`src/rtl/cond_flags_unit_pkg.sv`:
```
// Shared definitions for the execute-stage condition unit: field widths,
// ARM condition encodings and bit positions within the {N,Z,C,V,Q} vector.
package cond_flags_unit_pkg;

    localparam int NFLAGS = 5;
    localparam int COND_W = 4;

    localparam logic [COND_W-1:0] COND_EQ = 4'b0000;
    localparam logic [COND_W-1:0] COND_NE = 4'b0001;
    localparam logic [COND_W-1:0] COND_CS = 4'b0010;
    localparam logic [COND_W-1:0] COND_CC = 4'b0011;
    localparam logic [COND_W-1:0] COND_MI = 4'b0100;
    localparam logic [COND_W-1:0] COND_PL = 4'b0101;
    localparam logic [COND_W-1:0] COND_VS = 4'b0110;
    localparam logic [COND_W-1:0] COND_VC = 4'b0111;
    localparam logic [COND_W-1:0] COND_HI = 4'b1000;
    localparam logic [COND_W-1:0] COND_LS = 4'b1001;
    localparam logic [COND_W-1:0] COND_GE = 4'b1010;
    localparam logic [COND_W-1:0] COND_LT = 4'b1011;
    localparam logic [COND_W-1:0] COND_GT = 4'b1100;
    localparam logic [COND_W-1:0] COND_LE = 4'b1101;
    localparam logic [COND_W-1:0] COND_AL = 4'b1110;
    localparam logic [COND_W-1:0] COND_NV = 4'b1111;

    localparam int FLAG_N = 4;
    localparam int FLAG_Z = 3;
    localparam int FLAG_C = 2;
    localparam int FLAG_V = 1;
    localparam int FLAG_Q = 0;

endpackage

```
`src/rtl/cond_flags_unit_cond_check.sv`:
```
// Purely combinational ARM condition evaluator: (cond, N, Z, C, V) -> pass.
module cond_check
    import cond_flags_unit_pkg::*;
(
    input  logic [COND_W-1:0] i_cond,
    input  logic              i_n,
    input  logic              i_z,
    input  logic              i_c,
    input  logic              i_v,
    output logic              o_pass
);

    // Decode the condition field against the supplied flags; NV never passes.
    always_comb begin
        o_pass = 1'b0;
        case (i_cond)
            COND_EQ: o_pass = i_z;
            COND_NE: o_pass = ~i_z;
            COND_CS: o_pass = i_c;
            COND_CC: o_pass = ~i_c;
            COND_MI: o_pass = i_n;
            COND_PL: o_pass = ~i_n;
            COND_VS: o_pass = i_v;
            COND_VC: o_pass = ~i_v;
            COND_HI: o_pass = i_c & ~i_z;
            COND_LS: o_pass = ~i_c | i_z;
            COND_GE: o_pass = (i_n == i_v);
            COND_LT: o_pass = (i_n != i_v);
            COND_GT: o_pass = ~i_z & (i_n == i_v);
            COND_LE: o_pass = i_z | (i_n != i_v);
            COND_AL: o_pass = 1'b1;
            default: o_pass = 1'b0;
        endcase
    end

endmodule

```
`src/rtl/cond_flags_unit.sv`:
```
// Execute-stage condition unit. Holds {N,Z,C,V} and sticky Q, evaluates the
// instruction's condition on the held flags, gates its write controls and
// registers them into EX/MEM. Flags written at an edge are seen by the next
// instruction's condition; there is deliberately no bypass from alu_flags.
module cond_flags_unit
    import cond_flags_unit_pkg::*;
(
    input  logic              clk,
    input  logic              reset,
    input  logic              stall_e,
    input  logic              flush_e,
    input  logic [COND_W-1:0] cond_e,
    input  logic [NFLAGS-1:0] alu_flags,
    input  logic [1:0]        flag_write_e,
    input  logic              q_write_e,
    input  logic              q_clear,
    input  logic              pcs_e,
    input  logic              reg_write_e,
    input  logic              mem_write_e,
    input  logic              mem_to_reg_e,
    output logic              cond_ex_e,
    output logic              pc_src_e,
    output logic              reg_write_m,
    output logic              mem_write_m,
    output logic              mem_to_reg_m,
    output logic [NFLAGS-1:0] flags
);

    logic [NFLAGS-1:0] r_flags;
    logic              r_reg_write_m;
    logic              r_mem_write_m;
    logic              r_mem_to_reg_m;

    logic              w_pass;
    logic              w_cond_ex;
    logic              w_upd;
    logic              w_bubble;
    logic              w_q_next;

    cond_check u_cond_check (
        .i_cond (cond_e),
        .i_n    (r_flags[FLAG_N]),
        .i_z    (r_flags[FLAG_Z]),
        .i_c    (r_flags[FLAG_C]),
        .i_v    (r_flags[FLAG_V]),
        .o_pass (w_pass)
    );

    // A squashed instruction never passes, which also kills its PC write.
    assign w_cond_ex = w_pass & ~flush_e;
    assign w_bubble  = stall_e | flush_e;
    assign w_upd     = ~w_bubble & w_cond_ex;
    // Clear is ungated (MSR path); a same-cycle set wins over it.
    assign w_q_next  = (r_flags[FLAG_Q] & ~q_clear) | (w_upd & q_write_e & alu_flags[FLAG_Q]);

    // Architectural flag register: N,Z and C,V load independently; Q is sticky.
    always_ff @(posedge clk or negedge reset) begin
        if (!reset) begin
            r_flags <= '0;
        end else begin
            if (w_upd && flag_write_e[1]) begin
                r_flags[FLAG_N] <= alu_flags[FLAG_N];
                r_flags[FLAG_Z] <= alu_flags[FLAG_Z];
            end
            if (w_upd && flag_write_e[0]) begin
                r_flags[FLAG_C] <= alu_flags[FLAG_C];
                r_flags[FLAG_V] <= alu_flags[FLAG_V];
            end
            r_flags[FLAG_Q] <= w_q_next;
        end
    end

    // EX/MEM control register: bubble on stall or flush, else gated controls.
    always_ff @(posedge clk or negedge reset) begin
        if (!reset) begin
            r_reg_write_m  <= 1'b0;
            r_mem_write_m  <= 1'b0;
            r_mem_to_reg_m <= 1'b0;
        end else if (w_bubble) begin
            r_reg_write_m  <= 1'b0;
            r_mem_write_m  <= 1'b0;
            r_mem_to_reg_m <= 1'b0;
        end else begin
            r_reg_write_m  <= reg_write_e & w_cond_ex;
            r_mem_write_m  <= mem_write_e & w_cond_ex;
            r_mem_to_reg_m <= mem_to_reg_e;
        end
    end

    assign cond_ex_e    = w_cond_ex;
    assign pc_src_e     = pcs_e & w_cond_ex;
    assign reg_write_m  = r_reg_write_m;
    assign mem_write_m  = r_mem_write_m;
    assign mem_to_reg_m = r_mem_to_reg_m;
    assign flags        = r_flags;

endmodule

```
`config.mk`:
```
export PLATFORM = sky130hd
export DESIGN_NAME = cond_flags_unit
export DESIGN_NICKNAME = d
export VERILOG_FILES = /design/src/rtl/cond_flags_unit_pkg.sv /design/src/rtl/cond_flags_unit_cond_check.sv /design/src/rtl/cond_flags_unit.sv
export SDC_FILE = /design/constraint.sdc
export NUM_CORES = 1
export LEC_CHECK = 0
export CAP_MARGIN = 0
export CORE_ASPECT_RATIO = 1.1
export CORE_MARGIN = 2
export CORE_UTILIZATION = 41
export CTS_CLUSTER_SIZE = 28
export DETAILED_ROUTE_END_ITERATION = 16
export HOLD_SLACK_MARGIN = 0.1
export MAX_ROUTING_LAYER = met4
export PLACE_DENSITY = 0.82
export SLEW_MARGIN = 20
export SYNTH_ARGS = -nofsm -noshare
export SYNTH_HDL_FRONTEND = slang
export SYNTH_SLANG_ARGS = --single-unit
```
`constraint.sdc`:
```
create_clock -name clk -period 5.86 [get_ports clk]
set_clock_uncertainty 0.2 [all_clocks]
set_input_delay 1.172 -clock clk [delete_from_list [all_inputs] [get_ports clk]]
set_output_delay 1.172 -clock clk [all_outputs]
set_load 0.05 [all_outputs]
```
# [Yosys cells after proc, flatten, opt, wreduce, memory -nomap -nowiden]
# Cells that the tools add are included.
[word_totals] ff_bits=8 input_bits=21 out_inout_bits=10 wordCells=50
[classes] eq_ne=16 n_mux=4 bitwise=21 reduce_logical=3
[op_table] cell="equality test 4 bit (second input constant)" count=7
[op_table] cell="equality test 4 x 3 -> 1 bit (second input constant)" count=4
[op_table] cell="one-hot mux 1 bit (15 select lines)" count=1
[op_table] cell="AND 1 bit" count=10
[op_table] cell="equality test 4 x 2 -> 1 bit (second input constant)" count=2
[op_table] cell="NOT 1 bit" count=7
[op_table] cell="equality test 4 x 1 -> 1 bit (second input constant)" count=1
[op_table] cell="zero test 4 bit" count=1
[op_table] cell="bitwise OR 1 bit" count=4
[op_table] cell="2-to-1 mux 1 bit" count=3
[op_table] cell="logical AND 1 bit" count=2
[op_table] cell="equality test 1 bit" count=1
[op_table] cell="inequality test 1 bit" count=1

# [Longest topological paths before layout]
# Gate-level depths: netlist (run 1).
[logic_depth] depth_word=8 ltp_mapped=6 depth_no_buf=5

# [Modules after synthesis]
# Synthesis (run 1) repeated with hierarchy kept, for this count alone.
[unflattened] hier_cells=50 hier_area_um2=519.2
[modules_own_cells] module="cond_flags_unit" n_inst=1 cells_per_inst=22 area_each_um2=325.3 seq_area_each_um2=200.2
[modules_own_cells] module="cond_check" n_inst=1 cells_per_inst=28 area_each_um2=193.9 seq_area_each_um2=0.0

# [Least setup slack after synthesis (run 1)]
# Ideal clock, no wire load.
[synth_timing] path_type="input -> output" startpoint="input port cond_e[3]" endpoint="output port pc_src_e" arrival_ps=3166 t_required_ps=4488 slack_ps=1322 cell_stages=6 n_path_buf=1 path_cell_list="buf_4 -> nand3b_1 -> a211o_1 -> a31oi_4 -> nor3_2 -> nor3b_1"
[synth_via] elab_chain_len=4 elab_cells_between_ends=18 cone_classes="14 x eq/ne; 1 x mux; 2 x bitwise; 1 x reduce/logical"
[synth_rtl] item="from (decl)" line_no="cond_flags_unit.sv:12" rtl="input logic [COND_W-1:0] cond_e,"
[synth_rtl] item="equality test 4 bit, or another cell as far along" line_no="cond_flags_unit_cond_check.sv:16" rtl="case (i_cond)"
[synth_rtl] item="one-hot mux 1 bit (15 select lines) (*)" line_no="cond_flags_unit_cond_check.sv:16"
[synth_rtl] item="AND 1 bit (*)" line_no="cond_flags_unit.sv:50" rtl="assign w_cond_ex = w_pass & ~flush_e;"
[synth_rtl] item="AND 1 bit (*)" line_no="cond_flags_unit.sv:91" rtl="assign pc_src_e = pcs_e & w_cond_ex;"
[synth_rtl] item="to (decl)" line_no="cond_flags_unit.sv:22" rtl="output logic pc_src_e,"
# Mark *: on every way between the ends. The rest lies on a longest branch, timed or not.

# [Worst setup path after layout (run 1)]
[layout_timing] startpoint="input port cond_e[2]" endpoint="output port pc_src_e"
# Same word-level chain as after synthesis.

==> impl_summary.log, run 1 <==
INFO  metric syn-mean-instance-area = 10.4 um^2
INFO  metric final_min_period_over_clock_period = a little under 90%
INFO  metric num_io_pins = 31
INFO  metric fmaxAchievable = approximately 200 MHz
INFO  metric drc = 0
INFO  metric global_route.peak_usage_layer = met2
INFO  metric crit_path_top_delay_cell = sky130_fd_sc_hd__clkdlybuf4s50_1
INFO  metric max_cap_viol_count = 0
INFO  metric met2_capacity_usage_during_global_routing = between 30% and 40%
INFO  metric totalWireLength = between 1 and 1.5 mm
INFO  metric critical-path-max-stage-delay = 830 ps
INFO  metric reg2reg_start = flags[4]$_DFFE_PN0P_
INFO  metric hold_slack = 298 ps
INFO  metric finalInstanceArea = 908 um^2
INFO  metric fillCellCount = approximately 110
INFO  metric die-width = roughly 41 um
INFO  metric cts-root-buf = sky130_fd_sc_hd__clkbuf_4
INFO  metric clk-insertion-delay-late = between 200 and 300 ps
INFO  metric syn-cell-area = about 620 um^2
INFO  metric worst_slew_margin_rel = about 67%
INFO  metric grt_pass1_vias = 549
INFO  metric cts.htree.levels = 1
INFO  metric rsz_0062_raised_after_global_routing = no
INFO  metric timing.hold.worst_endpoint = flags[0]$_DFF_PN0_
INFO  metric netlist_instances = 59
INFO  metric starting_drt_drc_count = 6
INFO  metric core.rowCount = 14
INFO  metric floorplan_die_height = between 40 and 50 um
INFO  metric area_delta_synth_final = 47.6%
INFO  metric postCtsSetupRepairBufs = 0
INFO  metric grt_use_total = between 10% and 20%
INFO  metric layout_commonest_cell = sky130_fd_sc_hd__clkdlybuf4s50_1
INFO  metric setup_violations = 0
INFO  metric gp_congestion = slightly below 0.7
INFO  metric timing_max_transition_violations_final = 0
INFO  metric path_class = input pin to primary output
INFO  metric yosysWarningCount = 0
INFO  metric tritoncts_clock_tree = done
INFO  metric hpwl = 1.09 mm
INFO  metric setup-tns-final = 0 ps
INFO  metric route.vias.total = between 500 and 600
INFO  metric netlist-cell-type-count = 27
INFO  metric cp_max_fo = 12
INFO  metric grt_first_pass_wirelength = 2.27 mm
INFO  metric ir_drop = between 150 and 200 uV
INFO  metric dpl-instance-area = between 800 and 900 um^2
INFO  metric worstPathArrival = approximately 3700 ps
INFO  metric postcts_resize_cnt = 0
INFO  metric worst_r2r_path_depth = 5
INFO  metric core_area = roughly 1400 um^2
INFO  metric syn_nets = 80
INFO  metric place.detailed.instances = between 90 and 100
INFO  metric route.detailed.vias_per_inst = around 5.5
INFO  metric total_overflow_reported_by_the_global_router = 0
INFO  metric crit_required = 4490 ps
INFO  metric cts.path.max_buffers = 2
INFO  metric route.detailed.wl_per_inst = 13.6 um
INFO  metric critPathMostFrequentCell = sky130_fd_sc_hd__clkdlybuf4s50_1
INFO  metric synth-seq-area-share = between 30% and 40%
INFO  metric hold-path-cell-count = 2
INFO  metric reg2reg_to = flags[3]$_DFFE_PN0P_
INFO  metric firstDrtPassIters = 4
INFO  metric maximum_number_of_pins_on_one_net_before_global_route_repair = 13
INFO  metric die_area = between 1500 and 2000 um^2
INFO  metric layout.cells.non_filler = about 100
INFO  metric timing.hold.worst.start = flags[0]$_DFF_PN0_
INFO  metric worst_hold_path_type = flop to flop
INFO  metric power.leakage = ~0.00035 uW
INFO  metric insertedDiodeCount = 0
INFO  metric p_per_area = about 360 nW/um^2
INFO  metric nNetsFinal = about 110
INFO  metric result_of_the_run = finished, final reports clean
INFO  metric max_slew.worst_pin.slew = roughly 500 ps
INFO  metric antenna_found_initial = 0
INFO  metric layout_common_cells = sky130_fd_sc_hd__clkdlybuf4s50_1, sky130_fd_sc_hd__dfrtp_1, sky130_fd_sc_hd__mux2_1
INFO  metric effective_utilization_at_floorplan = 44.5%
INFO  metric cp_cell_sequence = clkdlybuf4s50_1 > nor4bb_1 > a31oi_1 > a31oi_4 > nor3_2 > nor3b_1 > clkdlybuf4s50_1
INFO  metric numCtsBuffers = 3
INFO  metric globalRouteMet3Util = 3.02%
INFO  metric final_core_utilization = 65.6%
INFO  metric finalHoldViolCount = 0
INFO  metric ys_ff_latch = 8
INFO  metric use_met1 = 22.7%
INFO  metric period_needed = approximately 5100 ps
INFO  metric critPathLaunchType = input pin
INFO  metric tritoncts_num_sinks = 8
INFO  metric critical_path.endpoint_type = primary output
INFO  metric io_buffers = 30
INFO  metric reg2reg_slack = around 3800 ps
INFO  metric drive_above_1_share = approximately an eighth
INFO  metric clkSlewWorstSetupHoldPaths = around 50 ps
INFO  metric holdBufCountCts = 0
INFO  metric route.antenna.remaining_nets = 0
-- synthesized netlist by cell type --
cell type | instances | area, um^2
sky130_fd_sc_hd__xor2_1 | 2 | 17.5
sky130_fd_sc_hd__and3b_1 | 2 | 17.5
sky130_fd_sc_hd__nand2_1 | 3 | 11.3
sky130_fd_sc_hd__xnor2_1 | 1 | 8.76
sky130_fd_sc_hd__and2_1 | 3 | 18.8
sky130_fd_sc_hd__nand4b_1 | 1 | 8.76
sky130_fd_sc_hd__nor2_1 | 3 | 11.3
sky130_fd_sc_hd__a21oi_2 | 1 | 8.76
sky130_fd_sc_hd__a31oi_1 | 2 | 12.5
sky130_fd_sc_hd__nor4bb_1 | 2 | 20.0
sky130_fd_sc_hd__dfrtp_1 | 8 | 200
sky130_fd_sc_hd__nor4b_1 | 1 | 8.76
sky130_fd_sc_hd__nor3_1 | 1 | 5.00
sky130_fd_sc_hd__and3_1 | 1 | 6.26
sky130_fd_sc_hd__o21ai_0 | 1 | 5.00
sky130_fd_sc_hd__o41ai_2 | 1 | 16.3
sky130_fd_sc_hd__mux2_1 | 4 | 45.0
sky130_fd_sc_hd__buf_2 | 1 | 5.00
sky130_fd_sc_hd__buf_4 | 6 | 45.0
sky130_fd_sc_hd__a211o_1 | 1 | 8.76
sky130_fd_sc_hd__a31oi_4 | 1 | 21.3
sky130_fd_sc_hd__nor3_2 | 1 | 10.0
sky130_fd_sc_hd__nand2b_1 | 3 | 18.8
sky130_fd_sc_hd__o31ai_2 | 2 | 25.0
sky130_fd_sc_hd__nand3b_1 | 3 | 22.5
sky130_fd_sc_hd__o2bb2ai_2 | 1 | 15.0
sky130_fd_sc_hd__nor3b_1 | 3 | 22.5
-- state kept, by name (all words and copies together), names as in the netlist --
| register | flops |
|---|---|
| flags | 5 |
| mem_to_reg_m | 1 |
| mem_write_m | 1 |
| reg_write_m | 1 |
-- critical path, delay by kind of cell --
family / cells / cell delay [ps]
AOI/OAI and AO/OA: 2 / 350
buffers and inverters: 2 / 1510
and+or+nand+nor: 3 / 670
-- where the power goes --
group	leakage, uW	switching, uW	internal (uW)
Clock	0.0000138	19.4	23.5
Sequential	0.000103	24.6	71.0
Combinational	0.000229	113	79.2
-- area by class of cell --
cell class | count | area [um^2] | share of cell area [%]
Timing Repair Buffer | 30 | 300 | 33.1
Sequential cell | 8 | 200 | 22.0
Tap cell | 16 | 20.0 | 2.20
Multi-Input combinational cell | 44 | 365 | 40.2
Clock buffer | 3 | 22.5 | 2.48
-- worst max path at each step --
| stage | end | from | depth (start not counted) | slack, ps |
|---|---|---|---|---|
| 2_1_floorplan | pc_src_e | cond_e[3] | 6 | 1320 |
| 3_3_place_gp | pc_src_e | cond_e[3] | 7 | 860 |
| 3_5_place_dp | pc_src_e | cond_e[3] | 7 | 820 |
| 4_1_cts | pc_src_e | cond_e[3] | 7 | 810 |
| 5_1_grt | pc_src_e | cond_e[2] | 7 | 650 |
| 6_report | pc_src_e | cond_e[2] | 7 | 790 |
-- routing by layer --
| metal | share of wire, % | vias up |
|---|---|---|
| li1 | - | 264 |
| met1 | 41 | 261 |
| met2 | 51 | 24 |
| met3 | 5.0 | 5 |
| met4 | 2.5 | 0 |
| met5 | 0 | - |
-- cells by family after synthesis --
family,count (synthesis),synth area share [%]
mux,4,7.32
flops,8,32.5
compound gates,10,18.3
xor+xnor,3,4.27
buf+inv,7,8.13
simple gates,27,29.5
-- through the flow --
step	worst slack (ps)	power, uW
4_1_cts	808	334
3_5_place_dp	818	290
3_3_place_gp	855	285
2_1_floorplan	1320	243
6_report	790	331
5_1_grt	652	349
No activity file was read; power rests on OpenSTA's default activity.
==> run 2: changes to the inputs <==
HOLD_SLACK_MARGIN = not set   (was 0.1)
==> results of run 2 <==
Same layout as run 1: the final DEF is identical, and so are final timing and power.
